<file path="config.mk">
export PLATFORM = sky130hd
export DESIGN_NAME = fifo_stream_reader
export DESIGN_NICKNAME = d
export VERILOG_FILES = /design/src/rtl/fifo_stream_reader.sv
export SDC_FILE = /design/constraint.sdc
export NUM_CORES = 1
export LEC_CHECK = 0
export CAP_MARGIN = 10
export CELL_PAD_IN_SITES_DETAIL_PLACEMENT = 1
export CELL_PAD_IN_SITES_GLOBAL_PLACEMENT = 1
export CORE_ASPECT_RATIO = 1.5
export CORE_MARGIN = 3
export CORE_UTILIZATION = 44
export CTS_CLUSTER_DIAMETER = 100
export DETAILED_ROUTE_END_ITERATION = 6
export HOLD_SLACK_MARGIN = 0.02
export MAX_ROUTING_LAYER = met4
export PLACE_DENSITY = 0.89
export SYNTH_ARGS = -nofsm -noshare
export SYNTH_HDL_FRONTEND = slang
export SYNTH_SLANG_ARGS = --single-unit
</file>
<file path="constraint.sdc">
create_clock -name clk -period 3.75 [get_ports clk]
set_input_delay 0.75 -clock clk [delete_from_list [all_inputs] [get_ports clk]]
set_output_delay 0.75 -clock clk [all_outputs]
set_load 0.02 [all_outputs]
</file>
<file path="src/rtl/fifo_stream_reader.sv">
// Consumer end of the scratchpad FIFO: pops PAR_READ-lane words and serialises them
// into a one-element-per-beat valid/ready stream, one burst per start/length command.
module fifo_stream_reader #(
    parameter int unsigned DATA_WIDTH = 16,
    parameter int unsigned PAR_READ   = 4,
    parameter int unsigned LEN_WIDTH  = 8
) (
    input  logic                           clk,
    input  logic                           rst,
    input  logic                           clear,
    input  logic                           start,
    input  logic [LEN_WIDTH-1:0]           length,
    input  logic                           fifo_empty,
    input  logic [PAR_READ*DATA_WIDTH-1:0] fifo_read_data,
    output logic                           fifo_read_en,
    output logic                           out_valid,
    input  logic                           out_ready,
    output logic [DATA_WIDTH-1:0]          out_data,
    output logic                           out_last,
    output logic                           busy,
    output logic                           done
);

    localparam int unsigned LaneW = (PAR_READ > 1) ? $clog2(PAR_READ) : 1;
    localparam logic [LaneW-1:0] LastLane = LaneW'(PAR_READ - 1);

    typedef enum logic [1:0] {StIdle, StFetch, StSend} state_e;

    state_e                           state_q, state_d;
    logic [LEN_WIDTH-1:0]             remaining_q, remaining_d;
    logic [LaneW-1:0]                 lane_q, lane_d;
    logic [PAR_READ*DATA_WIDTH-1:0]   hold_q, hold_d;
    logic                             done_q, done_d;
    logic [DATA_WIDTH-1:0]            lane_words [PAR_READ];

    for (genvar i = 0; i < PAR_READ; i++) begin : g_lane
        assign lane_words[i] = hold_q[i*DATA_WIDTH +: DATA_WIDTH];
    end

    always_comb begin
        state_d      = state_q;
        remaining_d  = remaining_q;
        lane_d       = lane_q;
        hold_d       = hold_q;
        done_d       = 1'b0;
        fifo_read_en = 1'b0;
        out_valid    = 1'b0;
        out_last     = 1'b0;
        out_data     = '0;

        case (state_q)
            StIdle: begin
                if (start) begin
                    if (length != '0) begin
                        remaining_d = length;
                        state_d     = StFetch;
                    end else begin
                        done_d = 1'b1;
                    end
                end
            end
            StFetch: begin
                fifo_read_en = !fifo_empty;
                if (!fifo_empty) begin
                    hold_d  = fifo_read_data;
                    lane_d  = '0;
                    state_d = StSend;
                end
            end
            StSend: begin
                out_valid = 1'b1;
                out_data  = lane_words[lane_q];
                out_last  = (remaining_q == LEN_WIDTH'(1));
                if (out_ready) begin
                    remaining_d = remaining_q - LEN_WIDTH'(1);
                    if (out_last) begin
                        // Unused lanes of the final word are simply dropped.
                        state_d = StIdle;
                        lane_d  = '0;
                        done_d  = 1'b1;
                    end else if (lane_q != LastLane) begin
                        lane_d = lane_q + LaneW'(1);
                    end else if (!fifo_empty) begin
                        // Reload in the same cycle so word boundaries cost no bubble.
                        fifo_read_en = 1'b1;
                        hold_d       = fifo_read_data;
                        lane_d       = '0;
                    end else begin
                        state_d = StFetch;
                    end
                end
            end
            default: state_d = StIdle;
        endcase

        if (clear) begin
            state_d      = StIdle;
            remaining_d  = '0;
            lane_d       = '0;
            done_d       = 1'b0;
            fifo_read_en = 1'b0;
        end
    end

    always_ff @(posedge clk or posedge rst) begin
        if (rst) begin
            state_q     <= StIdle;
            remaining_q <= '0;
            lane_q      <= '0;
            hold_q      <= '0;
            done_q      <= 1'b0;
        end else begin
            state_q     <= state_d;
            remaining_q <= remaining_d;
            lane_q      <= lane_d;
            hold_q      <= hold_d;
            done_q      <= done_d;
        end
    end

    assign busy = (state_q != StIdle);
    assign done = done_q;

endmodule

</file>
-- Word-level counts from Yosys, hierarchy flattened
Cells that the tools add are included.
- add/subtract/negate cells: 2
- multipliers: 0
- divide/modulo/power cells: 0
- magnitude comparators: 1
- eq/ne operators: 13
- shift-type cells: 0
- muxes and demuxes: 43
- bitwise logic cells: 1
- reduce and logical (&&, ||, !) cells: 11
- operators with widths (kind ; number):
    64-bit 2-to-1 mux ; 4
    64-bit one-hot mux with 2 select lines ; 1
    16-bit 2-to-1 mux ; 3
    16-bit binary-select mux with 2-bit select ; 1
    8-bit 2-to-1 mux ; 4
    2-bit 2-to-1 mux ; 13
    8-bit one-hot mux with 2 select lines ; 1
    1-bit 2-to-1 mux ; 12
    3-bit inequality test, second input constant ; 4
    8-bit by 1-bit == test with 1-bit output, second input constant ; 1
    2-bit inequality test, second input constant ; 4
    4-bit inequality test, second input constant ; 2
    4-bit AND reduction ; 2
    8-bit nonzero test ; 1
    8-bit by 1-bit subtractor with 8-bit output, second input constant ; 1
    2-bit one-hot mux with 3 select lines ; 1
    6-bit AND reduction ; 1
    3-bit nonzero test ; 2
    1-bit one-hot mux with 2 select lines ; 2
    2-bit one-hot mux with 2 select lines ; 1
    2-bit nonzero test ; 2
    3-bit greater-or-equal comparator, second input constant ; 1
    2-bit NOT with 3-bit output ; 1
    2-bit by 1-bit adder with 2-bit output, second input constant ; 1
    5 further kinds ; 5
- register bits after elaboration: 77
- latch bits: 0
- bits in writable memories: 0
- ROM bits: 0
- input bits: 78
- output and inout port bits: 21
- word-level logic and storage cells: 76
- memories kept: 0

-- Depth between registers and ports, before layout
Gate-level depths: netlist of run 1.
- word-level depth: 6
- gate-level depth with buffers: 8
- mapped depth without buffers: 6

-- Worst setup path after synthesis of run 1
No wires, ideal clock.
- path type: register to output
- start: register state_q[0]
- end: output fifo_read_en
- data arrival time: 1883 ps
- required time: 3000 ps
- setup slack: 1117 ps
- cell stages (with the launch flop): 7
- path buffers: 1
- cell sequence: dfrtp_1 -> inv_1 -> ha_1 -> clkbuf_1 -> and2_1 -> a31oi_1 -> nor3_1
- cells in the longest elaborated chain, start to end: 3
- elaborated cells between the ends (all ways): 4
- those cells by class: eq/ne: 2; mux: 2
- ends and longest elaborated chain (what ; RTL line ; text):
    from (decl) ; 29 ; state_e state_q, state_d;
    from (signal assigned) ; 107 ; state_q <= StIdle;
    from (signal assigned) ; 113 ; state_q <= state_d;
    2-bit == test / 2-bit by 1-bit == test with 1-bit output (equally long branches) ; 51 ; case (state_q)
    1-bit one-hot mux with 2 select lines (*) ; 51 ;
    1-bit 2-to-1 mux (*) ; 96 ; if (clear) begin
    to (decl) ; 15 ; output logic fifo_read_en,
Every way passes the cells marked *; elsewhere a longest branch is shown, timed or not.

-- Final worst setup path of run 1
- start: input out_ready
- end: output fifo_read_en
- cells in the longest elaborated chain, start to end: 3
- ends and longest elaborated chain (what ; RTL line ; text):
    from (decl) ; 17 ; input logic out_ready,
    1-bit 2-to-1 mux ; 74 ; if (out_ready) begin
    1-bit one-hot mux with 2 select lines ; 51 ;
    1-bit 2-to-1 mux ; 96 ;
No other way between the ends.

==> results of run 1 <==
## critical path: stages
cell	delay, ns
clkdlybuf4s50_1	0.60
and2_1	0.26
a31oi_1	0.11
nor3_1	0.17
clkdlybuf4s50_1	0.64
## power groups by stage
stage	sequential (mW)	combinational (mW)	clock [mW]
final	1.53	1.72	0.960
after global routing	1.57	1.84	1.02
after CTS	1.53	1.73	0.974
after detailed placement	1.52	1.70	0
after global placement	1.46	1.62	0
after floorplan	1.39	1.36	0
## state kept, by name, indices dropped and copies added (netlist names)
| name | cells |
|---|---|
| done | 1 |
| hold_q | 64 |
| remaining_q | 8 |
| state_q | 2 |
| lane_q | 2 |
## kinds of logic (layout without fill, tap and decap cells)
family,after synthesis,in the layout,synth area share
multiplexers,85,85,0.323
flip-flops,77,77,0.459
AND/OR/NAND/NOR,66,66,0.0838
AO/OA/AOI/OAI,40,40,0.0716
buffers and inverters,28,131,0.0382
adder cells (fa/ha/maj),8,8,0.0239
## metrics by stage
stage	cell area, um^2	power (mW)
6_report	5600	4.21
5_1_grt	5600	4.43
4_1_cts	5600	4.23
3_5_place_dp	5270	3.22
3_3_place_gp	5270	3.08
2_1_floorplan	4200	2.75
## routing by layer
layer,global-route usage,wire length [um],vias to the layer above
li1,-,-,1320
met1,0.267,4430,1535
met2,0.426,6710,127
met3,0.0478,573,36
met4,0.116,499,0
met5,-,0,-
## area by class of cell
type,instances,area share
Clock buffer,10,0.0426
Clock inverter,6,0.0167
Inverter,9,0.00603
Multi-Input combinational cell,199,0.378
Sequential cell,77,0.344
Tap cell,112,0.0250
Timing Repair Buffer,106,0.188
## synthesized netlist by cell type (5+ instances only)
master    count
nand2_1      14
mux2_2        5
a211oi_1      5
mux4_2       16
a21oi_1      10
nor2_1       12
ha_1          8
dfrtp_1      77
mux2_4       60
nor4_1        6
and2_1       17
clkbuf_1     10
buf_6         7
inv_1         9
## worst max-delay path by stage
stage                                 startpoint              to  slack, ns  cells past startpoint
after global placement                 out_ready    fifo_read_en       0.54                      5
final                                  out_ready    fifo_read_en       0.47                      5
after CTS                 state_q[0]$_DFFE_PP0P_    fifo_read_en       0.46                      7
after detailed placement               out_ready    fifo_read_en       0.49                      5
after global routing      state_q[0]$_DFFE_PP0P_    fifo_read_en       0.36                      7
after floorplan                              rst  done$_DFF_PP0_       1.03                      1
==> metrics.yaml, run 1 <==
status: "finished clean"
cp-start-kind: "input port"
hp-class: "register to register"
final_core_util: 0.606
relSlewSlack: 0.575
finalCriticalPeriod_ns: 3.28
layout_commonest_cell: "clkdlybuf4s50_1"
p_int_mw: 2.88
cts.reportedPaths.clkPinSlew_ns: 0.06
reg2reg_from: "state_q[1]$_DFFE_PP0P_"
drv_cap: 0
cts.htree.levels: 3
setup_tns_ns: 0
avgRoutedWirePerCell_um: 23.5
cts_root_buf: "clkbuf_16"
rsz0062_at_grt: "false"
max_freq_ghz: 0.305
io_buffers: 98
min_period_over_period: 0.874
fp-row-count: 43
syn_to_final_growth_pct: 33.5
antenna_left: 0
r2r_cells: 6
synth_area_um2: 4200
grt_pass1_wl_um: 19600
synthCells: 304
setup_viol: 0
p_sw_mw: 1.33
synth_ff_type: "dfrtp_1"
drive_above_1_share: 0.273
ys_seq_elements: 77
hold_slack_ns: 0.510
die_height_um: 126
hold_buffers: 0
multiInputGateArea_um2: 2120
instances_no_fill: 519
seqCellArea_um2: 1930
power.density_nw_per_um2: 751
gp_congestion: 0.830
reg2reg_to: "remaining_q[7]$_DFFE_PP0P_"
grt_pass1_vias: 3531
async_flop_share: 1.00
required_ns: 3.00
synth_edf_count: 0
ys_seq_area_frac: 0.459
hold_viol: 0
syn_avg_cell_area_um2: 13.8
dieArea_um2: 10800
grt_max_degree: 65
r2r_setup_slack_ns: 1.11
comb_power_share: 0.409
ys_top_cells_by_area: "dfrtp_1, mux2_4, mux4_2, and2_1, ha_1"
setup_slack_ns: 0.471
hp-start: "hold_q[19]$_DFFE_PP0P_"
hold_path_end: "hold_q[19]$_DFFE_PP0P_"
initial_core_util: 0.453
synth_top_area_cell: "dfrtp_1"
dp_slack_ns: 0.494
clock_power_share: 0.228
cts_made_buffers: 9
ios: 99
critPathMaxFanout: 6
synth_top_area_share: 0.459
synth-warning-count: 0
criticalPathCategory: "input port to output port"
cts_tree: "yes"
placed_cells: 503
drc_errors: 0
insertedDiodeCount: 0
yosys.cell_types.count: 43
via_per_inst: 5.82
syn-num-nets: 390
dp_hpwl_um: 8720
ctsResizeCount: 0
layout.nets: 488
cp_data_arrival_time_ns: 2.53
fin_skew_ns: 0.00772
final_cell_mix: "clkdlybuf4s50_1, dfrtp_1, mux2_4, and2_1, mux4_2"
dr.pass1.iters: 4
die_w_um: 85.7
totalWireLength_um: 12200
antenna_found_initial: 0
switching_share: 0.316
clock-sinks: 77
p_leak_nw: 2.37
tightest_slew_ns: 0.637
post-cts-setup-buffers: 0
nFillCells: 901
overflow: 0
drt_iter0_markers: 137
cts_buffer_depth: 2
drv_slew: 0
clk_latency_ns: 0.33
vias: 3018
fp.coreArea_um2: 9250
power_frac_seq: 0.363
grt_use_total: 0.246
hold_depth: 1
peakVddDrop_v: 0.000449
crit_path_end_kind: "output port"
(Power assumes the default switching activity.)
==> run 2, diff against run 1 <==
--- a/config.mk
+++ b/config.mk
@@ -8,7 +8,6 @@
 export CAP_MARGIN = 10
 export CELL_PAD_IN_SITES_DETAIL_PLACEMENT = 1
 export CELL_PAD_IN_SITES_GLOBAL_PLACEMENT = 1
-export CORE_ASPECT_RATIO = 1.5
 export CORE_MARGIN = 3
 export CORE_UTILIZATION = 44
 export CTS_CLUSTER_DIAMETER = 100
==> run 2 against run 1 <==
Global-route usage is 2.1 points lower; hold slack better by 0.0054 ns; first-iteration DRC count is 80% higher; critical path type unchanged; sequential power hardly changed; via count is 1.4% lower; largest power group unchanged; critical path depth stayed put; clock-buffer cell count stayed put; core utilization is 0.48 points lower; design area is 0.94% lower; fmax is 0.56% lower; critical endpoint unchanged; setup slack worse by 0.018 ns; non-clock buffer count is 5 higher.
==> metrics.yaml, run 2 (same netlist as run 1, synthesis figures left out) <==
gp_congestion: 0.874  # +5.4%
drc_errors: 0  # unchanged
vias: 2975  # -1.4%
io_buffers: 98  # unchanged
avgRoutedWirePerCell_um: 21.3  # -9.5%
power_frac_seq: 0.385  # +0.022
power_mw: 3.91  # -7.2%
cts_tree: "yes"
grt_max_degree: 45  # -31%
fin_skew_ns: 0.0113  # +0.00362 ns
crit_path_end_kind: "output port"
clock_power_share: 0.168  # -0.060
cts.htree.levels: 3  # unchanged
clock-sinks: 77  # unchanged
totalWireLength_um: 11500  # -5.7%
hp-class: "register to register"
cp-startpoint: "out_ready"
p_leak_nw: 2.34  # -1.5%
finalCriticalPeriod_ns: 3.30  # +0.0185 ns
via_per_inst: 5.50  # -5.4%
ios: 99  # unchanged
criticalPathCategory: "input port to output port"
syn_to_final_growth_pct: 32.3
cp_common_cell: "clkdlybuf4s50_1"
critPathMaxFanout: 6  # unchanged
die_height_um: 104  # -17%
max_stage_delay_ns: 0.65  # about the same
power.density_nw_per_um2: 704  # -6.3%
die_w_um: 104  # +21%
cp-start-kind: "input port"
dieArea_um2: 10700  # -0.23%
top_regs: "hold_q: 64 flops, remaining_q: 8 flops"
multiInputGateArea_um2: 2120  # unchanged
cts_made_buffers: 9  # unchanged
hp-start: "hold_q[50]$_DFFE_PP0P_"
p_int_mw: 2.63  # -8.8%
initial_core_util: 0.454  # +0.000675
status: "finished clean"
tightest_slew_ns: 0.786  # +0.149 ns
drive_above_1_share: 0.282  # +0.00883
grt_pass1_wl_um: 18500  # -5.5%
p_sw_mw: 1.28  # -3.8%
drv_slew: 0  # unchanged
path_cells: "clkdlybuf4s50_1, and2_1, a31oi_1, nor3_1, clkdlybuf4s50_1"
drt_iter0_markers: 247  # +80%
grt_pass1_vias: 3316  # -6.1%
fp.coreArea_um2: 9240  # -0.15%
cp_slowest_cell: "clkdlybuf4s50_1"
antenna_found_initial: 0  # unchanged
switching_share: 0.328  # +0.0115
dp_hpwl_um: 8430  # -3.3%
required_ns: 3.00  # about the same
seqCellArea_um2: 1930  # unchanged
hold_viol: 0  # unchanged
layout.nets: 493  # +1.0%
relSlewSlack: 0.475  # -0.0996
setup_tns_ns: 0  # unchanged
layout_commonest_cell: "clkdlybuf4s50_1"
dr.pass1.iters: 4  # unchanged
peakVddDrop_v: 0.000306  # -32%
fp-row-count: 35  # -19%
nFillCells: 919  # +2.0%
largest_register_ffs: 64  # unchanged
regMostFlops: "hold_q"
final_core_util: 0.601  # -0.00479
cts.reportedPaths.clkPinSlew_ns: 0.08  # +0.02 ns
grt_use_total: 0.225  # -0.0206
comb_power_share: 0.447  # +0.038
rsz0062_at_grt: "false"
final_cell_mix: "clkdlybuf4s50_1, dfrtp_1, mux2_4, and2_1, mux4_2"
hold_buffers: 0  # unchanged
cp_data_arrival_time_ns: 2.55  # +0.02 ns
max_freq_ghz: 0.303  # -0.56%
setup_viol: 0  # unchanged
ctsResizeCount: 0  # unchanged
cts_buffer_depth: 2  # unchanged
cts_root_buf: "clkbuf_8"
post-cts-setup-buffers: 0  # unchanged
insertedDiodeCount: 0  # unchanged
antenna_left: 0  # unchanged
clk_latency_ns: 0.35  # +0.02 ns
min_period_over_period: 0.879  # +0.00493
overflow: 0  # unchanged
reg2reg_from: "state_q[0]$_DFFE_PP0P_"
drv_cap: 0  # unchanged
[run 2: per-stage QoR]
step	cells	worst slack [ns]	hold WS, ns	instance area, um^2
2_1_floorplan	304	1.03	0.475	4200
3_3_place_gp	525	0.499	0.485	5340
3_5_place_dp	525	0.465	0.492	5340
4_1_cts	541	0.449	0.514	5550
5_1_grt	541	0.348	0.526	5550
6_report	541	0.453	0.515	5550
[run 2: area by class of cell]
class                   instances  area share
clock buffers                  10      0.0248
clock inverters                 6      0.0126
inverters                       9     0.00631
multi-input cells             199       0.381
flip-flops and latches         77       0.347
well taps                     129      0.0291
repair buffers                111       0.199
[run 2: worst paths after layout]
path	cells after the start	to	slack, ns
setup / recovery	5	fifo_read_en	0.45
hold reg to reg	1	hold_q[50]$_DFFE_PP0P_	0.52
max in group asynchronous	3	remaining_q[4]$_DFFE_PP0P_	2.13
hold / removal	1	hold_q[50]$_DFFE_PP0P_	0.52
min in group asynchronous	2	remaining_q[6]$_DFFE_PP0P_	0.84
setup reg to reg	8	remaining_q[7]$_DFFE_PP0P_	0.92
[run 2: power groups by stage]
stage / combinational (mW) / sequential [mW] / clock (mW)
after floorplan: 1.36 / 1.39 / 0
after global placement: 1.65 / 1.46 / 0
after detailed placement: 1.75 / 1.50 / 0
after CTS: 1.76 / 1.50 / 0.675
after global routing: 1.87 / 1.55 / 0.708
final: 1.75 / 1.50 / 0.658
[run 2: metal layers]
layer | track usage | share of wire | vias to the layer above
li1 | - | - | 1324
met1 | 0.296 | 0.44 | 1535
met2 | 0.364 | 0.50 | 103
met3 | 0.0542 | 0.050 | 13
met4 | 0.0408 | 0.0098 | 0
met5 | - | 0 | -
[run 2: critical path, delay by kind of cell]
kind | cells | cell delay [ns]
buffers and inverters | 2 | 1.25
AOI/OAI and AO/OA | 1 | 0.11
and+or+nand+nor | 2 | 0.44
